## config.mk

```make
export PLATFORM = sky130hd
export DESIGN_NAME = wr_data_sequencer
export DESIGN_NICKNAME = d
export VERILOG_FILES = /design/src/rtl/wr_data_sequencer.sv
export SDC_FILE = /design/constraint.sdc
export NUM_CORES = 1
export LEC_CHECK = 0
export ABC_AREA = 1
export BUFFER_PORTS_ARGS = -buffer_cell sky130_fd_sc_hd__buf_2
export CORE_ASPECT_RATIO = 0.75
export CORE_MARGIN = 5
export CORE_UTILIZATION = 25
export CTS_BUF_LIST = sky130_fd_sc_hd__clkbuf_16
export CTS_CLUSTER_SIZE = 8
export DETAILED_ROUTE_END_ITERATION = 16
export MAX_ROUTING_LAYER = met4
export PLACE_DENSITY = 0.37
export SLEW_MARGIN = 20
export SYNTH_ARGS = -nofsm -noshare
export SYNTH_HDL_FRONTEND = slang
export SYNTH_SLANG_ARGS = --single-unit
```

## constraint.sdc

```tcl
create_clock -name clk_i -period 2.2 [get_ports clk_i]
set_clock_uncertainty 0.1 [all_clocks]
set_input_delay 0.11 -clock clk_i [delete_from_list [all_inputs] [get_ports clk_i]]
set_output_delay 0.11 -clock clk_i [all_outputs]
set_load 0.03 [all_outputs]
```

## src/rtl/wr_data_sequencer.sv

```systemverilog
// wr_data_sequencer
// Orders the AXI W channel behind AW acceptance. A circular queue holds
// {slot idx, aw.len} in AW order; its head owns the W channel. W beats are
// counted against the head's length and the head retires on the last beat.
//
// Ports:
//   clk_i, rst_ni      clock, asynchronous active-low reset
//   clear_i            synchronous flush of queue and beat counter
//   aw_push_i          AW handshake this cycle, with aw_idx_i / aw_len_i
//   w_valid_i, w_ready_i, w_last_i   W channel
//   active_valid_o, active_idx_o     current W owner (combinational)
//   beat_cnt_o         beats already accepted for the owner (registered)
//   w_first_o, w_done_o, w_done_idx_o  per-beat pulses (combinational)
//   full_o, empty_o, count_o          queue status (registered)
//   aw_drop_o, err_orphan_o, err_len_o  error pulses (combinational)
module wr_data_sequencer #(
  parameter int unsigned MaxWrTxns  = 8,
  parameter int unsigned LdIdxWidth = 3,
  parameter int unsigned LenWidth   = 8,
  parameter int unsigned CntWidth   = $clog2(MaxWrTxns + 1)
) (
  input  logic                  clk_i,
  input  logic                  rst_ni,
  input  logic                  clear_i,
  input  logic                  aw_push_i,
  input  logic [LdIdxWidth-1:0] aw_idx_i,
  input  logic [LenWidth-1:0]   aw_len_i,
  input  logic                  w_valid_i,
  input  logic                  w_ready_i,
  input  logic                  w_last_i,
  output logic                  active_valid_o,
  output logic [LdIdxWidth-1:0] active_idx_o,
  output logic [LenWidth:0]     beat_cnt_o,
  output logic                  w_first_o,
  output logic                  w_done_o,
  output logic [LdIdxWidth-1:0] w_done_idx_o,
  output logic                  full_o,
  output logic                  empty_o,
  output logic [CntWidth-1:0]   count_o,
  output logic                  aw_drop_o,
  output logic                  err_orphan_o,
  output logic                  err_len_o
);

  localparam int unsigned PtrWidth  = (MaxWrTxns > 1) ? $clog2(MaxWrTxns) : 1;
  localparam int unsigned BeatWidth = LenWidth + 1;

  typedef struct packed {
    logic [LdIdxWidth-1:0] idx;
    logic [LenWidth-1:0]   len;
  } entry_t;

  entry_t mem_q [MaxWrTxns];

  logic [PtrWidth-1:0]  wr_ptr_q, wr_ptr_d;
  logic [PtrWidth-1:0]  rd_ptr_q, rd_ptr_d;
  logic [CntWidth-1:0]  count_q, count_d;
  logic [BeatWidth-1:0] beat_cnt_q, beat_cnt_d;

  logic                 q_empty, q_full;
  logic                 whs, head_valid, hs, pop, mem_pop, push_acc;
  entry_t               aw_entry, head;
  logic [BeatWidth-1:0] head_len_ext;

  // Modulo-MaxWrTxns pointer increment; depth need not be a power of two.
  function automatic logic [PtrWidth-1:0] ptr_inc(input logic [PtrWidth-1:0] p);
    return (p == PtrWidth'(MaxWrTxns - 1)) ? '0 : p + PtrWidth'(1);
  endfunction

  assign q_empty  = (count_q == '0);
  assign q_full   = (count_q == CntWidth'(MaxWrTxns));
  assign whs      = w_valid_i & w_ready_i;
  assign aw_entry = '{idx: aw_idx_i, len: aw_len_i};

  // Empty queue with a push in flight: the new AW owns W this cycle.
  assign head         = q_empty ? aw_entry : mem_q[rd_ptr_q];
  assign head_valid   = ~q_empty | aw_push_i;
  assign head_len_ext = {1'b0, head.len};

  // Beat accepted for the owner; clear suppresses every pulse and update.
  assign hs      = whs & head_valid & ~clear_i;
  assign pop     = hs & w_last_i;
  assign mem_pop = pop & ~q_empty;

  // A bypassed entry that retires in its own cycle never touches memory.
  assign push_acc = aw_push_i & ~clear_i & ~(q_full & ~pop) & ~(q_empty & pop);

  assign active_valid_o = head_valid;
  assign active_idx_o   = head_valid ? head.idx : '0;
  assign beat_cnt_o     = beat_cnt_q;
  assign w_first_o      = hs & (beat_cnt_q == '0);
  assign w_done_o       = pop;
  assign w_done_idx_o   = pop ? head.idx : '0;
  assign err_len_o      = hs & (w_last_i ? (beat_cnt_q != head_len_ext)
                                         : (beat_cnt_q >= head_len_ext));
  assign err_orphan_o   = whs & ~head_valid & ~clear_i;
  assign aw_drop_o      = aw_push_i & ~clear_i & q_full & ~pop;
  assign full_o         = q_full;
  assign empty_o        = q_empty;
  assign count_o        = count_q;

  // Next-state for pointers, occupancy and beat counter.
  always_comb begin
    wr_ptr_d   = wr_ptr_q;
    rd_ptr_d   = rd_ptr_q;
    count_d    = count_q;
    beat_cnt_d = beat_cnt_q;
    if (clear_i) begin
      wr_ptr_d   = '0;
      rd_ptr_d   = '0;
      count_d    = '0;
      beat_cnt_d = '0;
    end else begin
      if (push_acc) wr_ptr_d = ptr_inc(wr_ptr_q);
      if (mem_pop)  rd_ptr_d = ptr_inc(rd_ptr_q);
      case ({push_acc, mem_pop})
        2'b10:   count_d = count_q + CntWidth'(1);
        2'b01:   count_d = count_q - CntWidth'(1);
        default: count_d = count_q;
      endcase
      if (hs) begin
        if (w_last_i)          beat_cnt_d = '0;
        else if (~&beat_cnt_q) beat_cnt_d = beat_cnt_q + BeatWidth'(1);
      end
    end
  end

  // Control state register.
  always_ff @(posedge clk_i or negedge rst_ni) begin
    if (!rst_ni) begin
      wr_ptr_q   <= '0;
      rd_ptr_q   <= '0;
      count_q    <= '0;
      beat_cnt_q <= '0;
    end else begin
      wr_ptr_q   <= wr_ptr_d;
      rd_ptr_q   <= rd_ptr_d;
      count_q    <= count_d;
      beat_cnt_q <= beat_cnt_d;
    end
  end

  // Entry storage; contents are don't-care while the queue is empty.
  always_ff @(posedge clk_i) begin
    if (push_acc) mem_q[wr_ptr_q] <= aw_entry;
  end

endmodule
```

==> results of run 1 <==
-- worst max-delay path: cells and delay by family, from the launching register on --
family,cells,cell delay [ps]
buffers and inverters,5,590
flip-flops,1,460
AND/OR/NAND/NOR,6,450
AO/OA/AOI/OAI,3,420
adder cells (fa/ha/maj),1,270
multiplexers,1,120
-- power groups by stage --
stage               sequential (mW)  clock [mW]  combinational (mW)
floorplan                      2.31           0               0.346
detailed placement             2.29           0               0.634
global placement               2.29           0               0.627
CTS                            2.25        1.54               0.682
global route                   2.26        1.62               0.824
finish                         2.25        1.47               0.754
-- registers in the layout, summed over array words and instances (netlist names) --
register	flops
wr_ptr_q	3
mem_q	88
beat_cnt_o	9
count_o	4
rd_ptr_q	3
-- cells in the final DEF, fill, tap and decap left out, types with 2 or more instances in the layout --
cell / count
clkbuf_16: 11
inv_1: 36
ha_4: 5
mux2i_1: 17
buf_2: 37
nand2_4: 5
ha_1: 12
nand2_1: 48
buf_6: 8
buf_4: 54
dfrtp_2: 7
nand4_1: 3
nor2_1: 46
nor2_4: 16
buf_12: 16
nand2_8: 3
nand2_2: 11
dfrtp_1: 12
nor3_1: 5
edfxtp_1: 88
nand3_1: 20
o21ai_1: 5
inv_2: 2
inv_4: 2
nand3_4: 2
o221ai_1: 18
clkinv_1: 4
mux2i_2: 3
xor2_1: 3
o211ai_1: 3
dlygate4sd3_1: 10
a21oi_1: 16
o21ai_0: 28
-- per-layer routing --
layer	global-route usage	wire length, um	share of wire
met3	0.03206	447	0.031
met5	-	0	0
met1	0.1773	7378	0.51
met2	0.1855	6571	0.45
met4	0.02945	176	0.012
-- metrics by stage --
stage	hold WS [ps]	TNS (ps)	instances
after floorplan	-285.6	-198.2	450
after global placement	12.86	-486.1	794
after detailed placement	16.31	-1017	794
after CTS	15.20	-943.7	822
after global routing	31.92	-2753	835
final	30.66	-678.1	835
-- cell families after synthesis --
group	after synthesis	share of synthesized area
AOI/OAI and AO/OA	78	0.1007
DFF	107	0.6167
muxes	20	0.03959
and+or+nand+nor	165	0.1485
buffers and inverters	60	0.04727
adders and majority gates	17	0.04207
xor gates and xnor gates	3	0.005198
-- cell type report --
cell class,instances,area [um^2],share of cell area
flip-flops and latches,107,3127,0.4414
multi-input cells,283,1999,0.2822
repair buffers,128,1179,0.1664
well taps,258,322.8,0.04557
clock buffers,9,225.2,0.03179
inverters,43,195.2,0.02755
clock inverters,7,36.28,0.005122
-- Yosys cell counts, drive strengths merged --
cell     number  share of area
edfxtp       88           0.52
nand2        67          0.055
nor2         63          0.052
inv          41          0.030
o21ai        33          0.033
nand3        23          0.026
mux2i        20          0.040
dfrtp        19          0.094
o221ai       19          0.033
a21oi        18          0.019
ha           17          0.042
buf          10          0.010
clkbuf        7         0.0052
nor3          5         0.0049
nand4         4         0.0062
o211ai        3         0.0045
xor2          3         0.0052
clkinv        2         0.0015
o22ai         2         0.0037
nand3b        1         0.0015
nor3b         1         0.0015
nor4          1         0.0012
o2111ai       1         0.0052
o21bai        1         0.0015
o41ai         1         0.0017
-- timing repair --
| action | in CTS | in global routing |
|---|---|---|
| resized for setup | 22 | 50 |
| setup buffers | 1 | 12 |
| pin swaps | 4 | 19 |
| endpoints found under the hold margin | 91 | 0 |
| setup endpoints to repair | 63 | 104 |
| cloned | 1 | 2 |
| hold buffers | 10 | 0 |
-- worst paths after layout --
kind | startpoint | endpoint | slack (ps) | depth (start not counted)
worst max-delay path | rd_ptr_q[0] | err_len_o | -680 | 16
worst min-delay path | aw_len_i[7] | mem_q[3][7] | 30 | 2
worst max register to register | count_o[1] | mem_q[4][9] | 60 | 14
worst min register to register | count_o[0] | count_o[0] | 520 | 2
max in group asynchronous | rst_ni | beat_cnt_o[1] | 1470 | 2
min in group asynchronous | rst_ni | beat_cnt_o[8] | 150 | 2
==> impl_metrics.py, run 1 <==
metrics = {
    "outcome": {
        "status": "finished with violations",
        "violations": "negative setup slack",
    },
    "critical_path": {
        "crit_path_max_fanout": 8,
        "worstPathRequired_ps": 1990,
        "critPathLaunchType": "flip-flop",
        "cp_cell_sequence": "buf_12 -> buf_16 -> buf_6 -> mux2i_1 -> o221ai_1 -> nand3_1 -> nand2_1 -> inv_2 -> ha_4 -> nand2_2 -> o21ai_1 -> nand3_1 -> nand2_1 -> nand2_2 -> a21oi_4 -> buf_6",
        "worst_setup_path_end_kind": "primary output",
        "worstSetupPathType": "flip-flop to primary output",
        "cp_data_arrival_time_ps": 2670,
        "cp_slowest_cell": "dfrtp_2",
        "max_stage_delay_ps": 460,
    },
    "clock_tree": {
        "numClockSinks": 107,
        "clock_latency_ps": 350,
        "clk_pin_slew_ps": 70,
        "cts_root_buffer": "clkbuf_16",
        "tritoncts": "yes",
        "htree_levels": 3,
        "clockBufferDepth": 2,
        "cts_made_buffers": 9,
    },
    "global_routing": {
        "grt_max_degree": 35,
        "antenna_found_initial": 0,
        "grt_first_pass_wirelength_um": 21580,
        "grt_pass1_vias": 3649,
        "grt_usage": 0.1267,
        "overflow": 0,
    },
    "cells_and_area": {
        "design_area_mm2": 0.007084,
        "final_util": 0.3534,
        "n_antenna_cell": 0,
        "drive_above_1_share": 0.3449,
        "area_growth_pct": 40.11,
        "n_fill_cell": 2017,
        "nets": 607,
    },
    "detailed_routing": {
        "dr.pass1.iters": 4,
        "drc": 0,
        "avgRoutedWirePerCell_um": 17.45,
        "dr.first_iter.drc_count": 268,
        "ant_nets": 0,
        "vias": 3815,
        "avgViaCountPerCell": 4.569,
        "drt_wl_total_um": 14570,
    },
    "floorplanning": {
        "core-area_mm2": 0.02004,
        "placementRows": 45,
        "die_h_um": 133.2,
        "io_pins": 45,
        "die-area_mm2": 0.02320,
        "start_util": 0.2522,
        "die-width_um": 174.2,
    },
    "sta": {
        "period_share": 1.308,
        "finalHoldViolCount": 0,
        "rsz0062_at_grt": "yes",
        "worst_pin_slew_ps": 502.4,
        "fin_ws_ps": -678.1,
        "finalSetupViolCount": 1,
        "max_freq_mhz": 347.5,
        "drv_slew": 0,
        "period_needed_ps": 2878,
        "relSlewSlack": 0.6651,
    },
    "pwr": {
        "finalPower_mw": 4.481,
        "power.density_mw_per_mm2": 632.5,
        "swShare": 0.2634,
        "power.share.clock": 0.329,
        "seq_power_share": 0.503,
        "p_leak_nw": 2.757,
        "p_switching_mw": 1.180,
        "vdd_drop_max_mv": 0.4093,
        "comb_power_share": 0.168,
        "intPower_mw": 3.300,
    },
    "synthesis": {
        "syn-cell-area_mm2": 0.005056,
        "ys_ff_latch": 107,
        "ys_warn_count": 0,
        "syn_area_per_cell_um2": 11.24,
        "syn-num-nets": 485,
        "ys_seq_area_frac": 0.6167,
        "postSynthCellCount": 450,
        "synth_cell_type_count": 38,
    },
    "hold_path": {
        "hold_path_class": "primary input to flip-flop",
    },
    "placement": {
        "dp_hpwl_um": 9856,
        "io_buffers": 44,
        "placed_area_mm2": 0.006213,
        "dp_slack_ps": -412.5,
        "place_congestion": 0.7884,
    },
    "job": {
        "cap_viol_max_count": 0,
    },
}
No activity file was read; power rests on OpenSTA's default activity.
==> inputs of run 2 (changes only) <==
--- a/config.mk
+++ b/config.mk
@@ -7,12 +7,13 @@
 export LEC_CHECK = 0
 export ABC_AREA = 1
 export BUFFER_PORTS_ARGS = -buffer_cell sky130_fd_sc_hd__buf_2
-export CORE_ASPECT_RATIO = 0.75
+export CORE_ASPECT_RATIO = 0.6
 export CORE_MARGIN = 5
 export CORE_UTILIZATION = 25
 export CTS_BUF_LIST = sky130_fd_sc_hd__clkbuf_16
 export CTS_CLUSTER_SIZE = 8
 export DETAILED_ROUTE_END_ITERATION = 16
+export HOLD_SLACK_MARGIN = 0.02
 export MAX_ROUTING_LAYER = met4
 export PLACE_DENSITY = 0.37
 export SLEW_MARGIN = 20
==> run 2 against run 1 <==
The flow still finishes with violations (negative setup slack). Wire length down 0.78%. Final cell count up 1.9%. Utilization down 0.24 points. Design area down 1.3%. Clock power about the same. Combinational power down 8.9%.
==> impl_metrics.py, run 2 (synthesized netlist as in run 1, its figures left out) <==
metrics = {
    "outcome": {
        "status": "finished with violations",
        "violations": "negative setup slack",
    },
    "sta": {
        "period_share": 1.300,
        "tns_ps": -1506,
        "finalSetupViolCount": 15,
        "relSlewSlack": 0.5638,
        "rsz0062_at_grt": "yes",
        "drv_slew": 0,
        "period_needed_ps": 2860,
        "holdWs_ps": 32.38,
        "finalHoldViolCount": 0,
        "worst_pin_slew_ps": 651.8,
        "fin_ws_ps": -659.7,
        "max_freq_mhz": 349.7,
    },
    "floorplanning": {
        "placementRows": 40,
        "core-area_mm2": 0.01992,
        "die_h_um": 120.2,
        "start_util": 0.2538,
        "die-area_mm2": 0.02326,
        "io_pins": 45,
        "die-width_um": 193.6,
    },
    "detailed_routing": {
        "avgRoutedWirePerCell_um": 16.99,
        "ant_nets": 0,
        "dr.first_iter.drc_count": 203,
        "drc": 0,
        "dr.pass1.iters": 4,
        "drt_wl_total_um": 14460,
        "avgViaCountPerCell": 4.435,
        "vias": 3774,
    },
    "job": {
        "cap_viol_max_count": 0,
    },
    "clock_tree": {
        "tritoncts": "yes",
        "clockBufferDepth": 2,
        "clk_pin_slew_ps": 80,
        "numClockSinks": 107,
        "htree_levels": 3,
        "clock_latency_ps": 350,
        "cts_root_buffer": "clkbuf_16",
        "cts_made_buffers": 9,
    },
    "hold_path": {
        "hold_depth": 2,
        "hold_path_class": "primary input to flip-flop",
        "hold_start": "aw_len_i[1]",
        "min_to": "mem_q[4][1]",
    },
    "placement": {
        "dp_slack_ps": -409.3,
        "io_buffers": 44,
        "placed_area_mm2": 0.006170,
        "dp_hpwl_um": 9644,
        "place_congestion": 0.7574,
    },
    "critical_path": {
        "cp_data_arrival_time_ps": 2650,
        "reg2reg_slack_ps": -120,
        "r2r_end": "beat_cnt_o[0]",
        "worst_setup_path_end_kind": "primary output",
        "r2r-start": "beat_cnt_o[1]",
        "worstSetupPathType": "flip-flop to primary output",
        "crit_path_max_fanout": 14,
        "critPathLaunchType": "flip-flop",
        "reg2reg_depth": 17,
        "worstPathRequired_ps": 1990,
    },
    "pwr": {
        "power.density_mw_per_mm2": 628.8,
        "finalPower_mw": 4.397,
        "p_leak_nw": 2.785,
        "vdd_drop_max_mv": 0.3621,
    },
    "cells_and_area": {
        "regMostFlops": "mem_q",
        "n_fill_cell": 2037,
        "nets": 608,
        "n_antenna_cell": 0,
        "mostFrequentLayoutCells": "edfxtp_1, nand2_1, buf_4",
        "layout_commonest_cell": "edfxtp_1",
        "area_growth_pct": 38.31,
        "design_area_mm2": 0.006993,
        "drive_above_1_share": 0.3339,
        "largest_reg_flops": 88,
    },
    "global_routing": {
        "grt_usage": 0.1280,
        "overflow": 0,
        "grt_pass1_vias": 3698,
        "antenna_found_initial": 0,
        "grt_first_pass_wirelength_um": 22250,
        "grt_max_degree": 34,
    },
}
## run 2: cell count changes in the layout (fill, tap and decap cells not counted), sizes merged
cell,before,now
clkinv,6,3
clkinvlp,1,0
dlygate4sd3,10,11
inv,43,47
buf,116,115
clkbuf,11,12
## run 2: cell type report
cell class | instances | area (um^2) | share of cell area
Clock buffer | 9 | 225.2 | 0.03221
Clock inverter | 7 | 32.53 | 0.004652
Inverter | 43 | 181.4 | 0.02594
Multi-Input combinational cell | 283 | 1983 | 0.2836
Sequential cell | 107 | 3126 | 0.4469
Tap cell | 273 | 341.6 | 0.04885
Timing Repair Buffer | 129 | 1104 | 0.1578
## run 2: power by group
group	total (mW)	internal, mW	switching (mW)
sequential	2.25	2.23	0.0189
combinational	0.687	0.262	0.426
clock	1.46	0.751	0.706
## run 2: worst max-delay path by stage
stage	start	endpoint	slack [ps]
detailed placement	rd_ptr_q[0]	err_len_o	-410
CTS	rd_ptr_q[0]	err_len_o	-730
global placement	rd_ptr_q[0]	err_len_o	-370
floorplan	count_o[0]	err_len_o	-200
finish	rd_ptr_q[0]	err_len_o	-660
global route	rd_ptr_q[0]	err_len_o	-890
## run 2: stage by stage
step | utilization | instances
floorplan | - | 450
detailed placement | 0.3097 | 799
global route | 0.3511 | 851
global placement | 0.3097 | 799
finish | 0.3511 | 851
CTS | 0.3386 | 844
## run 2: critical path, stage by stage (launching register included)
cell      delay (ps)
dfrtp_2          480
clkinv_4         150
buf_4            140
nor2_1            40
o221ai_1         220
nand3_1          100
nand2_1           90
inv_1             50
ha_1             280
nand4_1          100
o41ai_1          310
buf_4            170
a21oi_4           30
buf_6            130
## run 2: what timing repair did
action,in CTS,in global routing
hold buffers,11,0
endpoints found under the setup margin,14,104
endpoints found under the hold margin,99,0
pin swaps,5,19
setup buffers,19,10
gates resized for setup,19,48
## run 2: per-layer routing
metal / global-route usage / wire length [um] / vias to the layer above
met2: 0.1845 / 6295 / 44
met4: 0.02343 / 85 / 0
met1: 0.1862 / 7623 / 1868
li1: - / - / 1853
met5: - / 0 / -
met3: 0.02918 / 456 / 9
==> inputs of run 3 (changes only) <==
--- a/config.mk
+++ b/config.mk
@@ -15,7 +15,7 @@
 export DETAILED_ROUTE_END_ITERATION = 16
 export HOLD_SLACK_MARGIN = 0.02
 export MAX_ROUTING_LAYER = met4
-export PLACE_DENSITY = 0.37
+export PLACE_DENSITY = 0.36
 export SLEW_MARGIN = 20
 export SYNTH_ARGS = -nofsm -noshare
 export SYNTH_HDL_FRONTEND = slang
==> constraint.sdc (replaced) <==
create_clock -name clk_i -period 2.7 [get_ports clk_i]
set_clock_uncertainty 0.1 [all_clocks]
set_input_delay 0.135 -clock clk_i [delete_from_list [all_inputs] [get_ports clk_i]]
set_output_delay 0.135 -clock clk_i [all_outputs]
set_load 0.03 [all_outputs]
==> run 3 against run 2 <==
The flow still finishes with violations (negative setup slack). Largest power group unchanged. First-iteration DRC count up 14%. Critical path type unchanged. Utilization down 3.3 points. Via count down 4.2%.
==> impl_metrics.py, run 3 (synthesized netlist as in run 1, its figures left out) <==
metrics = {
    "pwr": {
        "power.density_mw_per_mm2": 565.0,
        "p_leak_nw": 2.490,
        "finalPower_mw": 3.575,
        "vdd_drop_max_mv": 0.2953,
    },
    "sta": {
        "max_freq_mhz": 337.0,
        "tns_ps": -267.0,
        "fin_ws_ps": -267.0,
        "rsz0062_at_grt": "yes",
        "finalHoldViolCount": 0,
        "holdWs_ps": 149.0,
        "finalSetupViolCount": 1,
        "worst_pin_slew_ps": 551.4,
        "period_needed_ps": 2967,
        "drv_slew": 0,
        "period_share": 1.099,
        "relSlewSlack": 0.6310,
    },
    "cells_and_area": {
        "regMostFlops": "mem_q",
        "nets": 568,
        "largest_reg_flops": 88,
        "layout_commonest_cell": "edfxtp_1",
        "area_growth_pct": 25.14,
        "n_fill_cell": 2062,
        "drive_above_1_share": 0.2305,
        "mostFrequentLayoutCells": "edfxtp_1, nand2_1, nor2_1",
        "final_cells": 811,
        "n_antenna_cell": 0,
    },
    "detailed_routing": {
        "dr.pass1.iters": 5,
        "vias": 3617,
        "drc": 0,
        "avgViaCountPerCell": 4.460,
        "ant_nets": 0,
        "avgRoutedWirePerCell_um": 17.95,
        "dr.first_iter.drc_count": 231,
        "drt_wl_total_um": 14560,
    },
    "clock_tree": {
        "numClockSinks": 107,
        "clock_latency_ps": 350,
        "cts_root_buffer": "clkbuf_16",
        "tritoncts": "yes",
        "clk_pin_slew_ps": 80,
        "cts_made_buffers": 9,
        "clockBufferDepth": 2,
        "htree_levels": 3,
    },
    "floorplanning": {
        "start_util": 0.2538,
        "placementRows": 40,
        "io_pins": 45,
        "die-area_mm2": 0.02326,
        "core-area_mm2": 0.01992,
        "die_h_um": 120.2,
        "die-width_um": 193.6,
    },
    "global_routing": {
        "use_met1": 0.1887,
        "grt_pass1_vias": 3490,
        "met2_usage": 0.1756,
        "antenna_found_initial": 0,
        "grt_first_pass_wirelength_um": 21760,
        "use_met3": 0.02974,
        "grt_max_degree": 35,
        "busiest_layer": "met1",
        "overflow": 0,
        "grt_usage": 0.1270,
    },
    "critical_path": {
        "crit_path_max_fanout": 10,
        "critPathBufInv": 5,
        "critPathTopFamily": "buffers and inverters",
        "crit_path_frequent_cell": "buf_4",
        "worst_setup_path_end_kind": "primary output",
        "cp_data_arrival_time_ps": 2730,
        "crit_cells": 13,
        "critPathLaunchType": "flip-flop",
        "cp_slowest_cell": "dfrtp_2",
        "reg2reg_depth": 14,
        "cp_cell_sequence": "buf_4 -> clkbuf_16 -> mux2i_1 -> o221ai_1 -> nand3_1 -> nand2_1 -> inv_1 -> ha_1 -> nand4_1 -> o41ai_2 -> buf_4 -> a21oi_4 -> buf_6",
        "max_stage_delay_ps": 450,
        "worstSetupPathType": "flip-flop to primary output",
        "worstPathRequired_ps": 2470,
    },
    "hold_path": {
        "hold_depth": 4,
        "hold_path_class": "primary input to flip-flop",
    },
    "placement": {
        "place_congestion": 0.7721,
        "dp_hpwl_um": 9811,
        "dp_cells": 780,
        "io_buffers": 44,
    },
    "outcome": {
        "violations": "negative setup slack",
        "status": "finished with violations",
    },
    "job": {
        "cap_viol_max_count": 0,
    },
}
## run 3: cell types whose count changed in the layout (fill, tap and decap cells not counted), sizes merged
cell / previous run / this run
buf: 115 / 75
clkbuf: 12 / 11
clkinv: 3 / 8
clkinvlp: 0 / 1
dlygate4sd3: 11 / 12
inv: 47 / 41
## run 3: final cells by class
type	instances	area, um^2	share of cell area
flip-flops and latches	107	3120	0.4932
multi-input cells	283	1738	0.2747
repair buffers	89	683.2	0.1080
well taps	273	341.6	0.05398
clock buffers	9	225.2	0.03559
inverters	43	165.2	0.02610
clock inverters	7	53.80	0.008503
## run 3: power by group
part	switching, mW	internal (mW)
clock	0.623	0.633
combinational	0.316	0.170
sequential	0.0141	1.82
total	0.954	2.62
## run 3: what timing repair did
item                                   in CTS  in global routing
pin swaps                                   1                  5
buffers inserted                            0                  1
endpoints found under the hold margin     107                  0
cloned                                      0                  2
hold buffers                               12                  0
gates resized for setup                     5                  9
setup endpoints to repair                   1                  1
## run 3: worst min-delay path: cells and delay by family
kind	cells	cell delay, ps
AO/OA/AOI/OAI	1	80
buffers and inverters	1	230
AND/OR/NAND/NOR	2	110
## run 3: worst paths after layout
| kind | startpoint | endpoint | slack (ps) |
|---|---|---|---|
| worst max-delay path | rd_ptr_q[0] | err_len_o | -270 |
| worst min-delay path | clear_i | count_o[2] | 150 |
| worst max register to register | beat_cnt_o[0] | beat_cnt_o[7] | 250 |
| worst min register to register | beat_cnt_o[5] | beat_cnt_o[5] | 510 |
| max in group asynchronous | rst_ni | rd_ptr_q[1] | 1920 |
| min in group asynchronous | rst_ni | count_o[1] | 200 |
## run 3: stage by stage
stage	utilization	worst slack, ps	area (um^2)
detailed placement	0.2926	104.6	5828
finish	0.3177	-267.0	6327
floorplan	-	33.03	5067
global placement	0.2926	116.9	5828
global route	0.3177	-392.7	6327
CTS	0.3135	-209.6	6245
## run 3: routing by layer
layer	wire [um]	part of all wire
met2	6246	0.43
met3	546	0.038
met1	7625	0.52
met5	0	0
met4	138	0.0095
